**src/rtl/discr_trig_pkg.sv**
```systemverilog
// Shared types and widths for the discr_trig sample discriminator.
package discr_trig_pkg;

    localparam int unsigned ADC_W = 12;
    localparam int unsigned CNT_W = 32;

    typedef enum logic [2:0] {
        ST_IDLE,
        ST_ARMED,
        ST_QUAL,
        ST_HOLD,
        ST_REARM
    } state_e;

endpackage

```
**src/rtl/discr_trig_if.sv**
```systemverilog
// ADC sample stream between the converter front end and the discriminator.
interface discr_trig_if;
    import discr_trig_pkg::*;

    logic [ADC_W-1:0] adc_data;
    logic             adc_valid;

    modport master (output adc_data, output adc_valid);
    modport slave  (input  adc_data, input  adc_valid);
endinterface

```
**src/rtl/cmp.sv**
```systemverilog
// Magnitude comparator with selectable greater/less/equal conditions (combinational).
module cmp #(
    parameter int unsigned P_W = 12
) (
    input  logic [P_W-1:0] a_i,
    input  logic [P_W-1:0] b_i,
    input  logic           gt_i,
    input  logic           lt_i,
    input  logic           et_i,
    output logic           hit_c_o
);

    always_comb begin
        hit_c_o = (gt_i && (a_i > b_i)) ||
                  (lt_i && (a_i < b_i)) ||
                  (et_i && (a_i == b_i));
    end

endmodule

```
**src/rtl/discr_trig.sv**
```systemverilog
// Consecutive-sample trigger discriminator with holdoff and re-arm.
// Optional saturating trigger counter enabled by DISCR_TRIG_CNT_EN.
module discr_trig
    import discr_trig_pkg::*;
#(
    parameter int unsigned P_NSAMP_W = 4,
    parameter int unsigned P_HOLD_W  = 16
) (
    input  logic                 clk,
    input  logic                 rst_n,
    discr_trig_if.slave          adc_if,
    input  logic [ADC_W-1:0]     thresh_i,
    input  logic                 gt_i,
    input  logic                 lt_i,
    input  logic                 et_i,
    input  logic                 en_i,
    input  logic [P_NSAMP_W-1:0] min_samp_i,
    input  logic [P_HOLD_W-1:0]  holdoff_i,
    output logic                 trig_o,
    output logic [ADC_W-1:0]     trig_data_o,
    output logic                 armed_o,
    output logic [CNT_W-1:0]     trig_cnt_o
);

    localparam int unsigned QW = P_NSAMP_W + 1;

    state_e               state_q, state_d;
    logic [P_NSAMP_W-1:0] qcnt_q, qcnt_d;
    logic [P_HOLD_W-1:0]  hcnt_q, hcnt_d;
    logic                 trig_q, trig_d;
    logic [ADC_W-1:0]     trig_data_q, trig_data_d;
    logic                 armed_q, armed_d;

    logic                 hit_c;
    logic                 fire_c;
    logic [P_NSAMP_W-1:0] eff_min_c;
    logic [QW-1:0]        qnext_c;

    cmp #(.P_W(ADC_W)) u_cmp (
        .a_i     (adc_if.adc_data),
        .b_i     (thresh_i),
        .gt_i    (gt_i),
        .lt_i    (lt_i),
        .et_i    (et_i),
        .hit_c_o (hit_c)
    );

    // A programmed minimum of zero behaves as one.
    assign eff_min_c = (min_samp_i == '0) ? P_NSAMP_W'(1) : min_samp_i;
    assign qnext_c   = {1'b0, qcnt_q} + QW'(1);

    always_ff @(posedge clk or negedge rst_n) begin
        if (!rst_n) begin
            state_q     <= ST_IDLE;
            qcnt_q      <= '0;
            hcnt_q      <= '0;
            trig_q      <= 1'b0;
            trig_data_q <= '0;
            armed_q     <= 1'b0;
        end else begin
            state_q     <= state_d;
            qcnt_q      <= qcnt_d;
            hcnt_q      <= hcnt_d;
            trig_q      <= trig_d;
            trig_data_q <= trig_data_d;
            armed_q     <= armed_d;
        end
    end

    // ARMED always holds qcnt=0, so it shares the QUAL counting path.
    always_comb begin
        state_d = state_q;
        qcnt_d  = qcnt_q;
        hcnt_d  = hcnt_q;
        fire_c  = 1'b0;
        if (!en_i) begin
            state_d = ST_IDLE;
            qcnt_d  = '0;
            hcnt_d  = '0;
        end else begin
            case (state_q)
                ST_IDLE: state_d = ST_ARMED;
                ST_ARMED, ST_QUAL: begin
                    if (adc_if.adc_valid) begin
                        if (hit_c) begin
                            if (qnext_c >= {1'b0, eff_min_c}) begin
                                fire_c  = 1'b1;
                                state_d = ST_HOLD;
                                qcnt_d  = '0;
                                hcnt_d  = holdoff_i;
                            end else begin
                                state_d = ST_QUAL;
                                qcnt_d  = qnext_c[P_NSAMP_W-1:0];
                            end
                        end else begin
                            state_d = ST_ARMED;
                            qcnt_d  = '0;
                        end
                    end
                end
                ST_HOLD: begin
                    if (hcnt_q == '0) state_d = ST_REARM;
                    else              hcnt_d  = hcnt_q - P_HOLD_W'(1);
                end
                ST_REARM: begin
                    if (adc_if.adc_valid && !hit_c) state_d = ST_ARMED;
                end
                default: state_d = ST_IDLE;
            endcase
        end
    end

    always_comb begin
        trig_d      = fire_c;
        trig_data_d = fire_c ? adc_if.adc_data : trig_data_q;
        armed_d     = (state_d == ST_ARMED) || (state_d == ST_QUAL);
    end

    assign trig_o      = trig_q;
    assign trig_data_o = trig_data_q;
    assign armed_o     = armed_q;

`ifdef DISCR_TRIG_CNT_EN
    logic [CNT_W-1:0] cnt_q, cnt_d;

    always_comb begin
        cnt_d = cnt_q;
        if (trig_d && (cnt_q != '1)) cnt_d = cnt_q + CNT_W'(1);
    end

    // Cleared only by reset; disabling the discriminator keeps the count.
    always_ff @(posedge clk or negedge rst_n) begin
        if (!rst_n) cnt_q <= '0;
        else        cnt_q <= cnt_d;
    end

    assign trig_cnt_o = cnt_q;
`else
    assign trig_cnt_o = '0;
`endif

endmodule

```
**src/flat_wrapper.sv**
```systemverilog
// flat-port wrapper written by rule: the top's interface ports become plain ports
module discr_trig_flat import discr_trig_pkg::*;
#(
    parameter int unsigned P_NSAMP_W = 4,
    parameter int unsigned P_HOLD_W  = 16
)
  (clk, rst_n, thresh_i, gt_i, lt_i, et_i, en_i, min_samp_i, holdoff_i, trig_o, trig_data_o, armed_o, trig_cnt_o, adc_if_adc_data, adc_if_adc_valid);
  discr_trig_if adc_if_i ();
  input  logic clk;
  input  logic rst_n;
  input  logic [ADC_W-1:0] thresh_i;
  input  logic gt_i;
  input  logic lt_i;
  input  logic et_i;
  input  logic en_i;
  input  logic [P_NSAMP_W-1:0] min_samp_i;
  input  logic [P_HOLD_W-1:0] holdoff_i;
  output logic trig_o;
  output logic [ADC_W-1:0] trig_data_o;
  output logic armed_o;
  output logic [CNT_W-1:0] trig_cnt_o;
  input wire logic [$bits(adc_if_i.adc_data)-1:0] adc_if_adc_data;
  input wire logic [$bits(adc_if_i.adc_valid)-1:0] adc_if_adc_valid;
  assign adc_if_i.adc_data = adc_if_adc_data;
  assign adc_if_i.adc_valid = adc_if_adc_valid;
  discr_trig #(.P_NSAMP_W(P_NSAMP_W), .P_HOLD_W(P_HOLD_W)) u_core (.clk(clk), .rst_n(rst_n), .adc_if(adc_if_i), .thresh_i(thresh_i), .gt_i(gt_i), .lt_i(lt_i), .et_i(et_i), .en_i(en_i), .min_samp_i(min_samp_i), .holdoff_i(holdoff_i), .trig_o(trig_o), .trig_data_o(trig_data_o), .armed_o(armed_o), .trig_cnt_o(trig_cnt_o));
endmodule
```
**config.mk**
```make
export PLATFORM = sky130hd
export DESIGN_NAME = discr_trig_flat
export DESIGN_NICKNAME = d
export VERILOG_FILES = /design/src/rtl/discr_trig_pkg.sv /design/src/rtl/discr_trig_if.sv /design/src/rtl/cmp.sv /design/src/rtl/discr_trig.sv /design/src/flat_wrapper.sv
export SDC_FILE = /design/constraint.sdc
export NUM_CORES = 1
export LEC_CHECK = 0
export ABC_AREA = 1
export CAP_MARGIN = 25
export CORE_MARGIN = 3
export CORE_UTILIZATION = 47
export DETAILED_ROUTE_END_ITERATION = 8
export PLACE_DENSITY_LB_ADDON = 0.3
export SLEW_MARGIN = 20
export SYNTH_ARGS = -nofsm -noshare
export SYNTH_HDL_FRONTEND = slang
export SYNTH_SLANG_ARGS = --single-unit
```
**constraint.sdc**
```tcl
create_clock -name clk -period 3 [get_ports clk]
set_clock_uncertainty 0.05 [all_clocks]
set_input_delay 0.45 -clock clk [delete_from_list [all_inputs] [get_ports clk]]
set_output_delay 0.45 -clock clk [all_outputs]
set_load 0.005 [all_outputs]
```
==> results of run 1 <==
==> kinds of logic after synthesis <==
group | after synthesis | share of synthesized area
buffers and inverters | 102 | 0.1798
adder cells (fa/ha/maj) | 18 | 0.07525
AND/OR/NAND/NOR | 186 | 0.3002
flip-flops | 37 | 0.3094
AO/OA/AOI/OAI | 53 | 0.1108
XOR/XNOR | 8 | 0.02341
other | 1 | 0.001253
==> flip-flops by register name (all words and copies together), names as in the netlist <==
register	count
u_core.state_q	3
u_core.qcnt_q	4
u_core.armed_o	1
u_core.trig_o	1
u_core.hcnt_q	16
u_core.trig_data_o	12
==> through the flow <==
| step | area (µm²) | instances |
|---|---|---|
| 2_1_floorplan | 3109 | 436 |
| 6_report | 3636 | 545 |
| 4_1_cts | 3636 | 545 |
| 5_1_grt | 3636 | 545 |
| 3_5_place_dp | 3552 | 537 |
| 3_3_place_gp | 3552 | 537 |
==> report_power, final <==
part | leakage (nW) | internal, mW | switching [mW] | total (mW)
combinational | 1.35 | 0.225 | 0.243 | 0.468
sequential | 0.492 | 0.556 | 0.0525 | 0.609
clock | 0.0385 | 0.165 | 0.191 | 0.356
total | 1.88 | 0.946 | 0.487 | 1.43
==> synthesized netlist by cell type <==
cell / number
conb_1: 1
a21o_1: 1
xor2_1: 7
nand2_4: 2
buf_4: 34
nor2_4: 3
nand2_2: 8
o31ai_1: 1
or2_2: 1
o21ai_1: 2
nor4_2: 1
nand4_1: 4
nand3_1: 14
buf_12: 1
nand4_2: 1
xnor2_1: 1
a21oi_1: 11
nand3_4: 1
a31oi_1: 4
a21oi_2: 1
inv_1: 47
o22ai_1: 1
nand3_2: 7
a311oi_1: 1
clkbuf_1: 2
o21ai_0: 18
a21boi_1: 1
nor2_1: 27
o21ai_2: 10
nor3_1: 1
a31o_2: 2
ha_1: 18
buf_6: 1
nand2_1: 110
clkinv_1: 1
nor3_2: 2
inv_2: 13
buf_2: 3
nand2_8: 1
nor2_2: 3
dfrtp_1: 37
==> critical path, cell delays in order <==
cell and delay (ns):
clkdlybuf4s50_1 0.46, inv_1 0.06, a31o_2 0.25, ha_1 0.28, o21ai_1 0.13, nand2_1 0.06, nand2_1 0.05, a21boi_1 0.06
nor2_1 0.18, inv_2 0.07, nand2_2 0.07, nand2_2 0.05, nand2_4 0.08, nand2_8 0.15, inv_2 0.15, nand2_1 0.08
nand2_1 0.08
==> cells in the final DEF (no fill, tap or decap), types with 11 or more instances in the layout <==
cell type	synthesis	final
a21oi_1	11	11
o21ai_0	18	18
nand2_1	110	110
inv_1	47	47
inv_2	13	13
nor2_1	27	27
ha_1	18	18
conb_1	1	32
dfrtp_1	37	37
nand3_1	14	14
clkdlybuf4s50_1	0	63
==> routing by layer <==
| metal | vias up | routed length, µm | part of all wire | GRT usage |
|---|---|---|---|---|
| li1 | 1340 | - | - | - |
| met2 | 64 | 3237 | 0.49 | 0.3326 |
| met3 | 4 | 298 | 0.046 | 0.03554 |
| met4 | 0 | 51 | 0.0078 | 0.03597 |
| met1 | 1180 | 2954 | 0.45 | 0.2367 |
| met5 | - | 0 | 0 | 0 |
==> cell type report <==
type / count / area (µm²)
fill: 553 / 2425
multi-input combinational: 297 / 1645
sequential: 37 / 925.9
timing repair buffer: 67 / 658.1
inverter: 61 / 229.0
tap: 75 / 93.84
clock buffer: 7 / 76.32
clock inverter: 1 / 7.507
==> worst paths after layout <==
| check | start | end | depth (start not counted) |
|---|---|---|---|
| worst min register to register | u_core.trig_data_o[6] | u_core.trig_data_o[6] | 2 |
| max in group asynchronous | rst_n | u_core.qcnt_q[0] | 1 |
| worst max register to register | u_core.qcnt_q[0] | u_core.hcnt_q[15] | 15 |
| worst min-delay path | rst_n | u_core.hcnt_q[8] | 1 |
| min in group clk | u_core.trig_data_o[6] | u_core.trig_data_o[6] | 2 |
| worst max-delay path | min_samp_i[2] | u_core.hcnt_q[15] | 17 |
==> results.toml, run 1 <==
[worst_setup_path]
required_ns = 3.18
worstSetupStartpointType = "input port"
reg2reg_slack_ns = 0.66
cp-end-kind = "flip-flop"
cp.arrival_ns = 2.72
crit_type = "input port to flip-flop"
cp_max_fo = 27

[synthesis]
synthTopCellsByArea = "dfrtp_1 (31%), nand2_1 (14%), buf_4 (8.5%)"
synth_cell_types = 41
synth_seq_area_share = 0.3094
yosysWarnings = 0
synth_area_um2 = 2993
synth_top_area_cell = "dfrtp_1"
synth_top_area_share = 0.3094
ys_ff_latch = 37
syn_inst = 405
avgSynthCellArea_um2 = 7.390

[floorplan]
rows = 28
core_um2 = 6061
fp.dieW_um = 85.80
dieHeight_um = 85.80
io_pins = 97
initial_core_util = 0.4938
dieArea_um2 = 7362

[place]
dpl_worst_slack_ns = 0.1820
hpwlAfterDp_um = 4992
gp_congestion = 0.8049
io_buffers = 64

[global_routing]
grt_pass1_vias = 2493
grt_util_all_layers = 0.1868
grt_pass1_wl_um = 11160
grt_max_degree = 38
antenna_found_initial = 0
grt_overflow = 0

[sta]
drv_slew = 0
whs_ns = 0.2164
relSlewSlack = 0.4199
finalHoldViolations = 0
rsz0062_at_grt = "false"
period_needed_ns = 2.549
fmax_mhz = 392.4
tns_ns = 0
finalSetupViolations = 0
fin_ws_ns = 0.4513
worst_pin_slew_ns = 0.8701
period_share = 0.8496

[layout]
layout-drive-gt1-share = 0.1404
final_core_util = 0.5999
diodes = 0
area_growth_pct = 21.49
nets = 538

[route]
ant_nets = 0
firstDrtPassIters = 4
drc = 0
drtIter0Drc = 100
wirelength_um = 6542
routed_via_density = 4.749
vias = 2588
wl_per_cell_um = 12.00

[cts]
h-tree-depth = 2
tritoncts = "yes"
clkTransAtPathRegs_ns = 0.08
cts_repair_resize_count = 0
root_buffer = "clkbuf_8"
clock_path_buffers = 2
hold_buffers = 0
post-cts-setup-buffer-count = 0
numCtsBuffers = 5
clk_latency_ns = 0.29
cts_sinks = 37

[power]
irDropWorstVdd_mv = 0.1920
p_leak_nw = 1.882
p_per_area_nw_per_um2 = 394.1
power_mw = 1.433

[outcome]
status = "finished clean"

[flow_run]
drv_cap = 0

[min_path]
worst_hold_path_type = "input port to asynchronous set/reset pin"
Power figures use the tool's default switching activity.
==> run 2: changes to the inputs <==
==> constraint.sdc (replaced) <==
create_clock -name clk -period 2.6 [get_ports clk]
set_clock_uncertainty 0.05 [all_clocks]
set_input_delay 0.39 -clock clk [delete_from_list [all_inputs] [get_ports clk]]
set_output_delay 0.39 -clock clk [all_outputs]
set_load 0.005 [all_outputs]
==> results.toml, run 2 (same netlist as run 1, synthesis figures left out) <==
[floorplan]
dieHeight_um = 85.80
core_um2 = 6061
rows = 28
fp.dieW_um = 85.80
io_pins = 97
dieArea_um2 = 7362
initial_core_util = 0.4938

[layout]
layout-drive-gt1-share = 0.1516
largest_reg_flops = 16
diodes = 0
n_fill_cell = 549
final_area_um2 = 3706
area_growth_pct = 23.83
most-common-layout-cells = "nand2_1 (110), clkdlybuf4s50_1 (63), inv_1 (47), dfrtp_1 (37), conb_1 (32)"
final_common_cell = "nand2_1"
nets = 543
largest_register = "u_core.hcnt_q"
multiInputGateArea_um2 = 1645
final-instance-count-excl-fill = 550
regArea_um2 = 925.9

[outcome]
status = "finished clean"

[route]
wirelength_um = 6071
vias = 2569
routed_via_density = 4.671
firstDrtPassIters = 4
drc = 0
ant_nets = 0
drtIter0Drc = 67
wl_per_cell_um = 11.04

[worst_setup_path]
worstPathCellList = "clkdlybuf4s50_1 -> inv_1 -> a31o_2 -> ha_1 -> o21ai_1 -> nand2_1 -> nand2_1 -> a21boi_1 -> nor2_1 -> inv_2 -> nand2_2 -> nand2_2 -> nand2_4 -> nand2_8 -> inv_2 -> nand2_1 -> nand2_1"
cp_common_cell = "nand2_1"
path_buf_inv = 4
required_ns = 2.78
rr_worst_depth = 15
critical-path-top-delay-family = "simple AND/OR/NAND/NOR gates"
critPathMaxStageDelay_ns = 0.45
crit_slowest_cell = "clkdlybuf4s50_1"
cp_max_fo = 27
reg2reg_to = "u_core.hcnt_q[10]"
cp-end-kind = "flip-flop"
reg2reg_slack_ns = 0.30
worstSetupStartpointType = "input port"
crit_type = "input port to flip-flop"
r2r_start = "u_core.qcnt_q[0]"
cp.arrival_ns = 2.60

[cts]
cts_repair_resize_count = 0
numCtsBuffers = 5
clkTransAtPathRegs_ns = 0.08
root_buffer = "clkbuf_8"
cts_sinks = 37
hold_buffers = 0
post-cts-setup-buffer-count = 0
h-tree-depth = 2
tritoncts = "yes"
clock_path_buffers = 2
clk_latency_ns = 0.29

[global_routing]
top_usage_layer = "met2"
use_met2 = 0.2818
antenna_found_initial = 0
grt_overflow = 0
grt_use_met1 = 0.2327
grt_pass1_vias = 2491
grt_max_degree = 38
grt_util_all_layers = 0.1747
grt_pass1_wl_um = 10580
use_met3 = 0.03746

[sta]
drv_slew = 0
period_needed_ns = 2.417
fin_ws_ns = 0.1830
period_share = 0.9296
rsz0062_at_grt = "false"
worst_pin_slew_ns = 0.8408
finalHoldViolations = 0
finalSetupViolations = 0
relSlewSlack = 0.4395
fmax_mhz = 413.7

[flow_run]
drv_cap = 0

[place]
place_area_um2 = 3590
dp_cells = 542
hpwlAfterDp_um = 4869
dpl_worst_slack_ns = -0.09192
io_buffers = 64
gp_congestion = 0.8235

[min_path]
worst_hold_path_type = "input port to asynchronous set/reset pin"

[power]
power_mw = 1.761
p_leak_nw = 1.925
irDropWorstVdd_mv = 0.2319
p_per_area_nw_per_um2 = 475.1
run 2: cell type report:
class	instances	area share
repair buffers	72	0.1877
clock buffers	7	0.02330
clock inverters	1	0.008103
multi-input cells	297	0.4440
well taps	75	0.02532
flip-flops and latches	37	0.2498
inverters	61	0.06178
run 2: worst max-delay path by stage:
stage,startpoint,endpoint,slack [ns],depth (start not counted)
6_report,min_samp_i[2],u_core.hcnt_q[10],0.18,17
3_5_place_dp,min_samp_i[2],u_core.hcnt_q[10],-0.09,17
3_3_place_gp,min_samp_i[2],u_core.hcnt_q[9],-0.02,17
5_1_grt,min_samp_i[2],u_core.hcnt_q[13],0.007,17
4_1_cts,min_samp_i[2],u_core.hcnt_q[10],0.20,17
2_1_floorplan,u_core.qcnt_q[0],u_core.hcnt_q[4],0.49,15
run 2: worst reg2reg max path, cell delays in order, from the launching register on:
cell,delay (ns)
dfrtp_1,0.43
ha_1,0.34
ha_1,0.29
o21ai_1,0.09
nand2_1,0.08
nand2_1,0.07
a21boi_1,0.06
nor2_1,0.16
inv_2,0.06
nand2_2,0.07
nand2_2,0.05
nand2_4,0.08
nand2_8,0.15
inv_2,0.16
nand2_1,0.06
nand2_1,0.06
run 2: layer usage:
layer / vias to the layer above / part of all wire
met2: 63 / 0.47
li1: 1357 / -
met1: 1138 / 0.46
met4: 0 / 0.017
met3: 11 / 0.055
met5: - / 0
run 2: power by group:
part / internal, mW / leakage [nW] / total (mW) / switching, mW
Clock: 0.313 / 0.0585 / 0.519 / 0.206
Combinational: 0.263 / 1.37 / 0.540 / 0.277
Sequential: 0.642 / 0.492 / 0.702 / 0.0597
run 2: through the flow:
step	hold slack, ns	TNS, ns	util
after floorplan	0.04441	0	-
after global placement	0.4143	-0.07671	0.5923
after detailed placement	0.4206	-0.9964	0.5923
after CTS	0.1800	0	0.6115
after global routing	0.2160	0	0.6115
final	0.1490	0	0.6115
==> run 3: changes to the inputs <==
--- a/config.mk
+++ b/config.mk
@@ -9,6 +9,7 @@
 export CAP_MARGIN = 25
 export CORE_MARGIN = 3
 export CORE_UTILIZATION = 47
+export CTS_CLUSTER_DIAMETER = 60
 export DETAILED_ROUTE_END_ITERATION = 8
 export PLACE_DENSITY_LB_ADDON = 0.3
 export SLEW_MARGIN = 20
==> results of run 3 <==
The final DEF is identical to that of run 2; final timing and power are the same.
